### src/rtl/regfile_wport_ctrl_pkg.sv
// Shared constants and types for the register-file write-port controller.
package regfile_wport_ctrl_pkg;

  localparam int DATA_W   = 32;
  localparam int ADDR_W   = 5;
  localparam int NUM_REGS = 32;

  typedef enum logic {
    INIT,
    RUN
  } state_t;

  typedef struct packed {
    logic [ADDR_W-1:0] addr;
    logic [DATA_W-1:0] data;
  } late_entry_t;

endpackage

### src/rtl/regfile_wport_ctrl_fifo.sv
// Small synchronous FIFO holding late writebacks until the port is free.
module late_wb_fifo
  import regfile_wport_ctrl_pkg::*;
#(
  parameter int DEPTH = 2
) (
  input  logic                           clk,
  input  logic                           reset,
  input  logic                           push,
  input  logic                           pop,
  input  late_entry_t                    din,
  output late_entry_t                    head,
  output logic [$clog2(DEPTH+1)-1:0]     count
);

  localparam int CW = $clog2(DEPTH + 1);
  localparam int PW = (DEPTH > 1) ? $clog2(DEPTH) : 1;
  localparam logic [PW-1:0] LAST = PW'(DEPTH - 1);

  late_entry_t   mem [DEPTH];
  logic [PW-1:0] rd;
  logic [PW-1:0] wr;

  function automatic logic [PW-1:0] wrap(input logic [PW-1:0] p);
    return (p == LAST) ? '0 : p + PW'(1);
  endfunction

  always_ff @(posedge clk) begin
    if (push) mem[wr] <= din;
  end

  always_ff @(posedge clk or negedge reset) begin
    if (!reset) begin
      rd    <= '0;
      wr    <= '0;
      count <= '0;
    end else begin
      if (push) wr <= wrap(wr);
      if (pop)  rd <= wrap(rd);
      count <= count + CW'(push) - CW'(pop);
    end
  end

  assign head = mem[rd];

endmodule

### src/rtl/regfile_wport_ctrl.sv
// Single write-port owner: clears x1..x31 after reset, then merges
// WB-stage writes with queued late writebacks under a starvation guard.
module regfile_wport_ctrl
  import regfile_wport_ctrl_pkg::*;
#(
  parameter int LATE_DEPTH   = 2,
  parameter int STARVE_LIMIT = 4
) (
  input  logic              clk,
  input  logic              reset,
  input  logic              wb_we,
  input  logic [ADDR_W-1:0] wb_addr,
  input  logic [DATA_W-1:0] wb_data,
  input  logic              late_valid,
  output logic              late_ready,
  input  logic [ADDR_W-1:0] late_addr,
  input  logic [DATA_W-1:0] late_data,
  output logic              rf_we,
  output logic [ADDR_W-1:0] rf_addr,
  output logic [DATA_W-1:0] rf_din,
  output logic              init_busy,
  output logic              wb_stall,
  output logic              late_pending
);

  localparam int CW = $clog2(LATE_DEPTH + 1);
  localparam int SW = $clog2(STARVE_LIMIT + 1);
  localparam int IW = ADDR_W + 1;
  localparam logic [CW-1:0] FULL     = CW'(LATE_DEPTH);
  localparam logic [SW-1:0] LIMIT    = SW'(STARVE_LIMIT);
  localparam logic [IW-1:0] INIT_END = IW'(NUM_REGS);

  state_t        state;
  state_t        state_d;
  logic [IW-1:0] init_cnt;
  logic [IW-1:0] init_cnt_d;
  logic [SW-1:0] starve;
  logic [SW-1:0] starve_d;
  logic [CW-1:0] count;
  logic [CW-1:0] count_d;
  late_entry_t   head;
  late_entry_t   din;
  logic          push;
  logic          pop;
  logic          wb_go;
  logic          nonempty;
  logic          init_wr;

  logic              rf_we_d;
  logic [ADDR_W-1:0] rf_addr_d;
  logic [DATA_W-1:0] rf_din_d;
  logic              init_busy_d;
  logic              late_ready_d;
  logic              wb_stall_d;
  logic              late_pending_d;

  late_wb_fifo #(
    .DEPTH (LATE_DEPTH)
  ) u_fifo (
    .clk   (clk),
    .reset (reset),
    .push  (push),
    .pop   (pop),
    .din   (din),
    .head  (head),
    .count (count)
  );

  assign din      = '{addr: late_addr, data: late_data};
  assign nonempty = (count != '0);
  assign init_wr  = (state == INIT) && (init_cnt != INIT_END);
  // x0 targets are dropped on both sources so they never use the port
  assign push     = late_valid & late_ready & (late_addr != '0);
  assign wb_go    = (state == RUN) & ~wb_stall & wb_we & (wb_addr != '0);
  assign pop      = (state == RUN) & nonempty & ~wb_go;
  assign count_d  = count + CW'(push) - CW'(pop);
  assign starve_d = (pop || !nonempty) ? '0 : starve + SW'(1);

  always_ff @(posedge clk or negedge reset) begin
    if (!reset) begin
      state    <= INIT;
      init_cnt <= IW'(1);
      starve   <= '0;
    end else begin
      state    <= state_d;
      init_cnt <= init_cnt_d;
      starve   <= starve_d;
    end
  end

  always_comb begin
    state_d    = state;
    init_cnt_d = init_cnt;
    unique case (state)
      INIT: begin
        if (init_cnt == INIT_END) state_d = RUN;
        else init_cnt_d = init_cnt + IW'(1);
      end
      RUN: state_d = RUN;
    endcase
  end

  always_comb begin
    rf_we_d   = 1'b0;
    rf_addr_d = rf_addr;
    rf_din_d  = rf_din;
    unique case (1'b1)
      init_wr: begin
        rf_we_d   = 1'b1;
        rf_addr_d = init_cnt[ADDR_W-1:0];
        rf_din_d  = '0;
      end
      wb_go: begin
        rf_we_d   = 1'b1;
        rf_addr_d = wb_addr;
        rf_din_d  = wb_data;
      end
      pop: begin
        rf_we_d   = 1'b1;
        rf_addr_d = head.addr;
        rf_din_d  = head.data;
      end
      default: ;
    endcase
    init_busy_d    = (state_d == INIT);
    late_ready_d   = (state_d == RUN) && (count_d < FULL);
    wb_stall_d     = (state == RUN) && (starve_d == LIMIT);
    late_pending_d = (count_d != '0);
  end

  always_ff @(posedge clk or negedge reset) begin
    if (!reset) begin
      rf_we        <= 1'b0;
      rf_addr      <= '0;
      rf_din       <= '0;
      init_busy    <= 1'b1;
      late_ready   <= 1'b0;
      wb_stall     <= 1'b0;
      late_pending <= 1'b0;
    end else begin
      rf_we        <= rf_we_d;
      rf_addr      <= rf_addr_d;
      rf_din       <= rf_din_d;
      init_busy    <= init_busy_d;
      late_ready   <= late_ready_d;
      wb_stall     <= wb_stall_d;
      late_pending <= late_pending_d;
    end
  end

endmodule

### config.mk
export PLATFORM = sky130hd
export DESIGN_NAME = regfile_wport_ctrl
export DESIGN_NICKNAME = d
export VERILOG_FILES = /design/src/rtl/regfile_wport_ctrl_pkg.sv /design/src/rtl/regfile_wport_ctrl_fifo.sv /design/src/rtl/regfile_wport_ctrl.sv
export SDC_FILE = /design/constraint.sdc
export NUM_CORES = 1
export LEC_CHECK = 0
export ABC_AREA = 1
export BUFFER_PORTS_ARGS = -buffer_cell sky130_fd_sc_hd__buf_2
export CAP_MARGIN = 10
export CELL_PAD_IN_SITES_DETAIL_PLACEMENT = 1
export CELL_PAD_IN_SITES_GLOBAL_PLACEMENT = 1
export CORE_ASPECT_RATIO = 0.5
export CORE_MARGIN = 8
export CORE_UTILIZATION = 42
export DETAILED_ROUTE_END_ITERATION = 6
export HOLD_SLACK_MARGIN = 0.02
export PLACE_DENSITY_LB_ADDON = 0.08
export SLEW_MARGIN = 20
export SYNTH_ARGS = -nofsm -noshare
export SYNTH_HDL_FRONTEND = slang
export SYNTH_SLANG_ARGS = --single-unit
### constraint.sdc
create_clock -name clk -period 3.4 [get_ports clk]
set_clock_uncertainty 0.2 [all_clocks]
set_input_delay 0.85 -clock clk [delete_from_list [all_inputs] [get_ports clk]]
set_output_delay 0.85 -clock clk [all_outputs]
set_load 0.005 [all_outputs]
==> summary.txt <==
first-pass GRT wire length -> 23.1 mm
status -> completed
FFs w/ async S/R, synth -> 43.1%
First DRT Iteration DRCs -> 157
share of layout cells above drive strength 1 -> 30.0%
Fill cells -> 1444
CTS max path bufs -> 2
launching point of the worst reg2reg path -> state$_DFF_PN0_
number of synthesized flops with an enable pin -> 74
Critical Path Fanout Max -> 8
FF-to-FF setup slack -> 0.98 ns
commonest cells in the netlist -> 198 x nand2_1, 75 x nand3_1, 74 x edfxtp_1, 54 x dfrtp_1, 18 x inv_1
worst skew pair latency -> 0.41 ns
largest family of logic cells by synthesized area -> simple AND/OR/NAND/NOR gates
post-synth top area cell -> edfxtp_1
num rows -> 29
Net Count, Synth -> 584
n_diodes -> 0
CTS clock-pin slew for the worst setup and hold paths -> 0.07 ns
CTS Root Cell -> clkbuf_16
Antenna Nets Post-Route -> 0
Synth top area share -> 41.2%
fin crit share -> 71.7%
HPWL after DPL -> 9.62 mm
Max Clk Rate -> 410 MHz
synth unique cells -> 30
CTS Buf Count -> 17
DRC Markers -> 0
pwr/cell area -> 807 nW/um2
DRT Wirelength -> 14.3 mm
largest net degree at the start of global routing -> 38
Sinks on Clock Net -> 130
fin nets -> 710
arrival time at the worst endpoint -> 2.54 ns
dpl ws -> 0.548 ns
max-cap viol count -> 0
Slew Limit Headroom -> 53.6%
port bufs -> 119
largest cells by area after synthesis -> edfxtp_1 41%, dfrtp_1 25%, nand2_1 14%
height of the die -> 96.2 um
Worst VDD drop -> 0.280 mV
GR Overflow Total -> 0
Placer Congestion -> 0.779
RSZ-0062 raised after global routing -> no
Post-Syn Instances -> 501
Pleak -> 3.12 nW
crit path kind -> in2reg
CTS tree -> yes
Final Hold Fails -> 0
post-synthesis mux area share -> 0%
Setup violations, final -> 0
setup TNS -> 0 ns
P&R area growth vs syn -> 25.0%
Critical Path RT -> 3.50 ns
cells on worst reg2reg path -> 11
number of gates resized after CTS -> 0
drt wl/cell -> 17.6 um
Initial Utilization -> 42.9%
Setup crit end -> late_pending$_DFF_PN0_
Worst Hold Class -> in2async
core area -> 12600 um2
compound-cell area share of the yosys netlist -> 0.626%
Post-Syn Area per Cell -> 10.8 um2
Simple-Gate Fraction of Synth Area -> 25.6%
die area -> 17000 um2
CP startpoint -> wb_we
vias in the first global route -> 4360
most common cell in the netlist -> nand2_1
Tot GR Track Use -> 17.8%
Final min period -> 2.44 ns
Vias -> 3956
DIE WIDTH -> 176 um
Primary FF master, synth -> edfxtp_1
register area share after synthesis -> 67.2%
io pins -> 120
htree depth -> 4
Syn. warnings -> 0
R2R Path End -> late_pending$_DFF_PN0_
Synth Cell Area -> 5400 um2
Pre-antenna DRT Iters -> 4
Via density -> 4.88
Worst setup SP type -> input pin
Yosys reg bits -> 130
Setup Fix Bufs, Post-CTS -> 0
Slew @ Worst Pin -> 0.696 ns
# hold bufs at CTS -> 0
min setup slack post-route -> 0.963 ns
Post-Synth Adder-Cell Area -> 1.16%
Slew Limit Fails -> 0
Synth Area in XOR/XNOR -> 1.14%
antenna violations before repair -> 1
Worst setup EP type -> flop
-- worst min path at each step --
stage	slack, ns	from	endpoint	cells after the start
after floorplan	0.23	starve[0]$_DFF_PN0_	starve[0]$_DFF_PN0_	1
after global placement	0.25	starve[0]$_DFF_PN0_	starve[0]$_DFF_PN0_	1
after detailed placement	0.27	starve[0]$_DFF_PN0_	starve[0]$_DFF_PN0_	1
after CTS	0.16	reset	rf_din[16]$_DFFE_PN0P_	1
after global routing	0.17	reset	rf_din[18]$_DFFE_PN0P_	1
final	0.16	reset	rf_din[18]$_DFFE_PN0P_	1
-- cells by family after synthesis --
kind of cell / Yosys count
DFF: 130
buffers and inverters: 45
adders and majority gates: 5
and+or+nand+nor: 308
AOI/OAI and AO/OA: 6
xor gates and xnor gates: 7
-- metal layers --
layer / up-vias / global-route usage, % / share of wire (%)
met5: - / 0 / 0.056
li1: 1910 / - / -
met4: 2 / 5.63 / 1.1
met1: 1941 / 22.6 / 47
met3: 15 / 4.89 / 5.6
met2: 88 / 29.5 / 46
-- through the flow --
stage          util (%)  instances  hold slack [ns]  cell area, um2  power (W)
6_report           53.6        810            0.156            6750    0.00545
5_1_grt            53.6        810            0.167            6750    0.00580
4_1_cts            53.6        810            0.156            6750    0.00554
3_5_place_dp       49.1        778            0.273            6190    0.00375
3_3_place_gp       49.1        778            0.253            6190    0.00369
2_1_floorplan         -        501            0.229            5400    0.00315
-- layout by cell type (no fill, tap or decap), types with 4 or more instances in the layout --
master / n
buf_4: 8
nand2_1: 197
inv_1: 18
nand3_2: 10
inv_2: 4
o21ai_0: 4
inv_6: 4
nor2_1: 9
clkbuf_16: 17
nand3_1: 75
dfrtp_1: 54
ha_1: 5
buf_2: 119
xor2_1: 5
clkinv_4: 5
edfxtp_1: 74
nand2_2: 5
-- power breakdown --
group          switching, W  internal (W)
Clock              0.000740       0.00102
Sequential         0.000181       0.00209
Combinational      0.000908      0.000511
-- critical path: stages --
cell and delay, ns:
buf_2 0.08, nand2_2 0.08, nor2_8 0.17, nand2_4 0.12
nand2_4 0.10, inv_4 0.03, ha_1 0.27, inv_1 0.04
ha_1 0.20, xnor2_1 0.18, xnor2_1 0.12, or2_2 0.28
-- final cells by class --
type | count | area [um2] | share of cell area (%)
Clock buffer | 18 | 429 | 6.36
Clock inverter | 14 | 134 | 1.98
Inverter | 23 | 88.8 | 1.32
Multi-Input combinational cell | 326 | 1560 | 23.2
Sequential cell | 130 | 3630 | 53.7
Tap cell | 170 | 213 | 3.15
Timing Repair Buffer | 129 | 696 | 10.3
-- state kept, by name, indices dropped and copies added, names as in the netlist --
register and flops:
init_busy 1, init_cnt 6, late_pending 1, late_ready 1, rf_addr 5, rf_din 32, rf_we 1, starve 3
state 1, u_fifo.count 2, u_fifo.mem 74, u_fifo.rd 1, u_fifo.wr 1, wb_stall 1
(Power assumes the default switching activity.)
